===== src/rtl/modexp_engine.sv =====
// Constant-latency modular exponentiation (msg^exp mod modulus), right-to-left
// square-and-multiply on two bit-serial interleaved modular multipliers.
module modexp_engine #(
   parameter int W = 16
) (
   input  logic         clk,
   input  logic         reset,
   input  logic         load,
   input  logic         running,
   input  logic [W-1:0] msg,
   input  logic [W-1:0] exp,
   input  logic [W-1:0] modulus,
   output logic         over,
   output logic [W-1:0] result
);
   localparam int SW = (W > 1) ? $clog2(W) : 1;

   typedef enum logic [1:0] {IDLE, PREP, EXP, DONE} state_t;
   state_t state, state_nxt;

   logic [W-1:0]  e, n, r, base;
   logic [W:0]    p1, p2, p1_nxt, p2_nxt, a1;
   logic [SW-1:0] s, i;
   logic          step, last_step, last_bit, op_bit, small_mod;

   // One interleaved step: P = 2P mod N, then add A if the operand bit is set.
   // P, A < N < 2^W, so W+1 bits never overflow.
   function automatic logic [W:0] mstep(input logic [W:0] p, input logic [W:0] a,
                                        input logic [W:0] nn, input logic b);
      logic [W:0] t;
      t = {p[W-1:0], 1'b0};
      if (t >= nn) t = t - nn;
      if (b) begin
         t = t + a;
         if (t >= nn) t = t - nn;
      end
      return t;
   endfunction

   assign small_mod = (modulus < W'(2));
   assign step      = running && (state == PREP || state == EXP);
   assign last_step = (s == SW'(W-1));
   assign last_bit  = (i == SW'(W-1));
   // base holds the raw msg during PREP and the reduced/squared base during EXP
   assign op_bit    = base[SW'(W-1) - s];
   assign a1        = (state == PREP) ? {{W{1'b0}}, 1'b1} : {1'b0, r};
   assign p1_nxt    = mstep(p1, a1, {1'b0, n}, op_bit);
   assign p2_nxt    = mstep(p2, {1'b0, base}, {1'b0, n}, op_bit);
   assign over      = (state == DONE);

   always_ff @(posedge clk or negedge reset) begin
      if (!reset) state <= IDLE;
      else        state <= state_nxt;
   end

   always_comb begin
      state_nxt = state;
      if (load)
         state_nxt = small_mod ? DONE : PREP;
      else if (step && last_step) begin
         if (state == PREP)  state_nxt = EXP;
         else if (last_bit)  state_nxt = DONE;
      end
   end

   always_ff @(posedge clk or negedge reset) begin
      if (!reset) begin
         e      <= '0;
         n      <= '0;
         r      <= '0;
         base   <= '0;
         p1     <= '0;
         p2     <= '0;
         s      <= '0;
         i      <= '0;
         result <= '0;
      end else if (load) begin
         e    <= exp;
         n    <= modulus;
         base <= msg;
         r    <= W'(1);
         s    <= '0;
         i    <= '0;
         p1   <= '0;
         p2   <= '0;
         if (small_mod) result <= '0;
      end else if (step) begin
         if (last_step) begin
            s  <= '0;
            p1 <= '0;
            p2 <= '0;
            if (state == PREP)
               base <= p1_nxt[W-1:0];
            else begin
               if (e[0]) r <= p1_nxt[W-1:0];
               base <= p2_nxt[W-1:0];
               e    <= e >> 1;
               i    <= i + 1'b1;
               if (last_bit) result <= e[0] ? p1_nxt[W-1:0] : r;
            end
         end else begin
            s  <= s + 1'b1;
            p1 <= p1_nxt;
            p2 <= p2_nxt;
         end
      end
   end
endmodule


===== config.mk =====
export PLATFORM = sky130hd
export DESIGN_NAME = modexp_engine
export DESIGN_NICKNAME = d
export VERILOG_FILES = /design/src/rtl/modexp_engine.sv
export SDC_FILE = /design/constraint.sdc
export NUM_CORES = 1
export LEC_CHECK = 0
export BUFFER_PORTS_ARGS = -buffer_cell sky130_fd_sc_hd__buf_2
export CORE_MARGIN = 1.5
export CORE_UTILIZATION = 55
export CTS_BUF_LIST = sky130_fd_sc_hd__clkbuf_4
export CTS_CLUSTER_DIAMETER = 100
export DETAILED_ROUTE_END_ITERATION = 8
export GPL_TIMING_DRIVEN = 0
export PLACE_DENSITY = 0.73
export SLEW_MARGIN = 0
export SYNTH_ARGS = -nofsm -noshare
export SYNTH_HDL_FRONTEND = slang
export SYNTH_SLANG_ARGS = --single-unit

===== constraint.sdc =====
create_clock -name clk -period 8.25 [get_ports clk]
set_input_delay 0.825 -clock clk [delete_from_list [all_inputs] [get_ports clk]]
set_output_delay 0.825 -clock clk [all_outputs]
set_load 0.005 [all_outputs]

==> flow_summary.json <==
{
  "place_hpwl_um": 29000,
  "cp_max_fo": 10,
  "crit_slowest_cell": "dfrtp_1",
  "multi_input_area_mm2": 0.00767,
  "h-tree-depth": 4,
  "gp_congestion": 0.977,
  "row_count": 52,
  "cts_hold_buf": 0,
  "async_flop_share": 1.00,
  "slew_headroom": 0.323,
  "drtAntennaViolNets": 0,
  "worstSetupPathType": "register to register",
  "hp-class": "input port to asynchronous set/reset pin",
  "synth_seq_cells": 122,
  "seq_area_frac_synth": 0.273,
  "crit_path_end_kind": "register",
  "cts_made_buffers": 17,
  "yosysTopAreaCell": "dfrtp_1",
  "drt-initial-drc-count": 1123,
  "fp.dieH_um": 146,
  "die_w_um": 146,
  "grt_pass1_wl_um": 57000,
  "synthSimpleGateAreaFrac": 0.166,
  "yosysTopAreaCellShare": 0.273,
  "crit_required_ns": 8.75,
  "maxSlewViolCount": 0,
  "rsz0062_at_grt": "false",
  "antenna_found_initial": 1,
  "fp.dieArea_mm2": 0.0212,
  "critPathLaunchType": "register",
  "fin_crit_sh": 0.936,
  "grt.total_usage": 0.351,
  "layout_setup_ws_ns": 0.525,
  "synth_top_family_by_area": "compound AO/OA/AOI/OAI gates",
  "dr.pass1.iters": 6,
  "synth_xor_area_frac": 0.0602,
  "seq_area_mm2": 0.00305,
  "grt_max_degree": 90,
  "synth.distinct_cells": 84,
  "drc": 0,
  "cp_top_family": "compound AO/OA/AOI/OAI gates",
  "grt_pass1_vias": 10164,
  "tightest_slew_ns": 1.01,
  "tritoncts": "built",
  "syn-num-nets": 1499,
  "synthMuxAreaShare": 0.0637,
  "viasPerCell": 6.33,
  "cts.sinks": 122,
  "synth-warning-count": 0,
  "synth_edf_count": 0,
  "num_vias": 10851,
  "synth_cells": 1339,
  "finalSetupViolations": 0,
  "wirelength_um": 37000,
  "final_core_util": 0.611,
  "start_util": 0.557,
  "status": "complete, no violations",
  "finalHoldWorstSlack_ns": 0.106,
  "fmax_mhz": 129,
  "cp.arrival_ns": 8.23,
  "period_needed_ns": 7.72,
  "path_clk_slew_ns": 0.15,
  "syn_area_per_cell_um2": 8.36,
  "final_nets": 1589,
  "globalRoute.totalOverflow": 0,
  "area_growth_syn_to_layout_pct": 9.68,
  "nFillCells": 1810,
  "crit_path_frequent_cell": "a21oi_1",
  "finalHoldViolations": 0,
  "clockBufferDepth": 2,
  "portBuffers": 67,
  "placeableCoreArea_mm2": 0.0201,
  "num_io_pins": 69,
  "cts_root_buf": "clkbuf_4",
  "critPathMaxStageDelay_ns": 0.58,
  "synth_area_leaders": "dfrtp_1 27%, ha_1 11%, a21oi_1 5.4%",
  "skew_ns": 0.0340,
  "synth_adder_area_share": 0.125,
  "worst-path-buf-inv": 5,
  "clk_latency_ns": 0.60,
  "drive_gt1_frac": 0.116,
  "maxCapViolCount": 0,
  "preCtsSetupSlack_ns": -1.10,
  "wire_per_inst_um": 21.6,
  "synth_compound_area_frac": 0.264,
  "syn_area_mm2": 0.0112,
  "synth_ff_type": "dfrtp_1"
}
layout by cell type, fill, tap and decap left out, types with 16 or more instances in the layout:
cell type / netlist / layout
xnor2_1: 38 / 38
clkbuf_4: 0 / 18
a22o_1: 18 / 18
xor2_1: 39 / 39
nor2_1: 95 / 94
nor3_1: 18 / 17
ha_1: 102 / 102
a21o_1: 36 / 36
buf_2: 2 / 68
clkbuf_1: 36 / 35
mux2i_1: 45 / 44
o21ai_0: 108 / 105
nand3_1: 33 / 33
nor2b_1: 27 / 27
nand2_1: 126 / 126
inv_1: 69 / 68
a21oi_1: 120 / 120
a31oi_1: 16 / 16
dfrtp_1: 122 / 122
through the flow:
| stage | area [µm²] | std cells | setup TNS (ns) |
|---|---|---|---|
| after floorplan | 11200 | 1339 | 0 |
| after global placement | 11900 | 1676 | -28.47 |
| after detailed placement | 11900 | 1677 | -32.33 |
| after CTS | 12200 | 1711 | 0 |
| after global routing | 12300 | 1713 | 0 |
| final | 12300 | 1713 | 0 |
area by class of cell:
cell class	count	share of cell area
diodes	1	0.000204
repair buffers	71	0.0319
clock buffers	18	0.0110
inverters	71	0.0224
clock inverters	14	0.0112
well taps	270	0.0275
flip-flops and latches	122	0.249
plain buffers	53	0.0224
multi-input cells	1093	0.625
synth_stat cells, types with 12 or more instances:
library cell  count
nand2_1         126
dfrtp_1         122
a21oi_1         120
o21ai_0         108
ha_1            102
nor2_1           95
inv_1            69
mux2i_1          45
xor2_1           39
xnor2_1          38
a21o_1           36
clkbuf_1         36
nand3_1          33
nor2b_1          27
a22o_1           18
nor3_1           18
a31oi_1          16
a211oi_1         15
nand4_1          15
o21a_1           15
mux2_2           14
o22ai_1          14
nand2b_1         13
a211o_1          12
o21bai_1         12
per-layer routing:
metal / part of all wire / track usage / vias up / wire, µm
li1: - / - / 5121 / -
met1: 0.44 / 0.509 / 5129 / 16200
met2: 0.43 / 0.528 / 541 / 15800
met3: 0.10 / 0.0589 / 60 / 3870
met4: 0.029 / 0.121 / 0 / 1080
met5: 0 / 0 / - / 0
path summary, 6_finish.rpt:
kind,slack (ns),to,cells after the start,startpoint
setup reg to reg,0.53,result[12]$_DFFE_PN0P_,32,n[1]$_DFFE_PN0P_
max in group asynchronous,7.37,e[12]$_DFFE_PN0P_,2,reset
setup / recovery,0.53,result[12]$_DFFE_PN0P_,32,n[1]$_DFFE_PN0P_
hold reg to reg,0.49,result[7]$_DFFE_PN0P_,2,result[7]$_DFFE_PN0P_
hold / removal,0.11,p2[13]$_DFFE_PN0P_,1,reset
min in group clk,0.45,e[15]$_DFFE_PN0P_,3,exp[15]
state kept, by name, indices dropped and copies added (netlist names):
register  flops
base         16
e            16
n            16
p1           16
p2           16
r            16
result       16
i             4
s             4
state         2
cell families after synthesis:
group	count (synthesis)
multiplexers	64
adder cells (fa/ha/maj)	108
AND/OR/NAND/NOR	388
flip-flops	122
buffers and inverters	124
XOR/XNOR	77
AO/OA/AOI/OAI	456
repair_timing:
item | CTS | global route
gates resized for setup | 12 | 7
buffers inserted | 2 | 1
setup endpoints to repair | 64 | 62
hold endpoints to repair | 0 | 0
pin swaps | 1 | 0
Power is left out: the tool's default activity adds up to more than one toggle a clock period on the data nets, which glitch-free logic cannot reach.
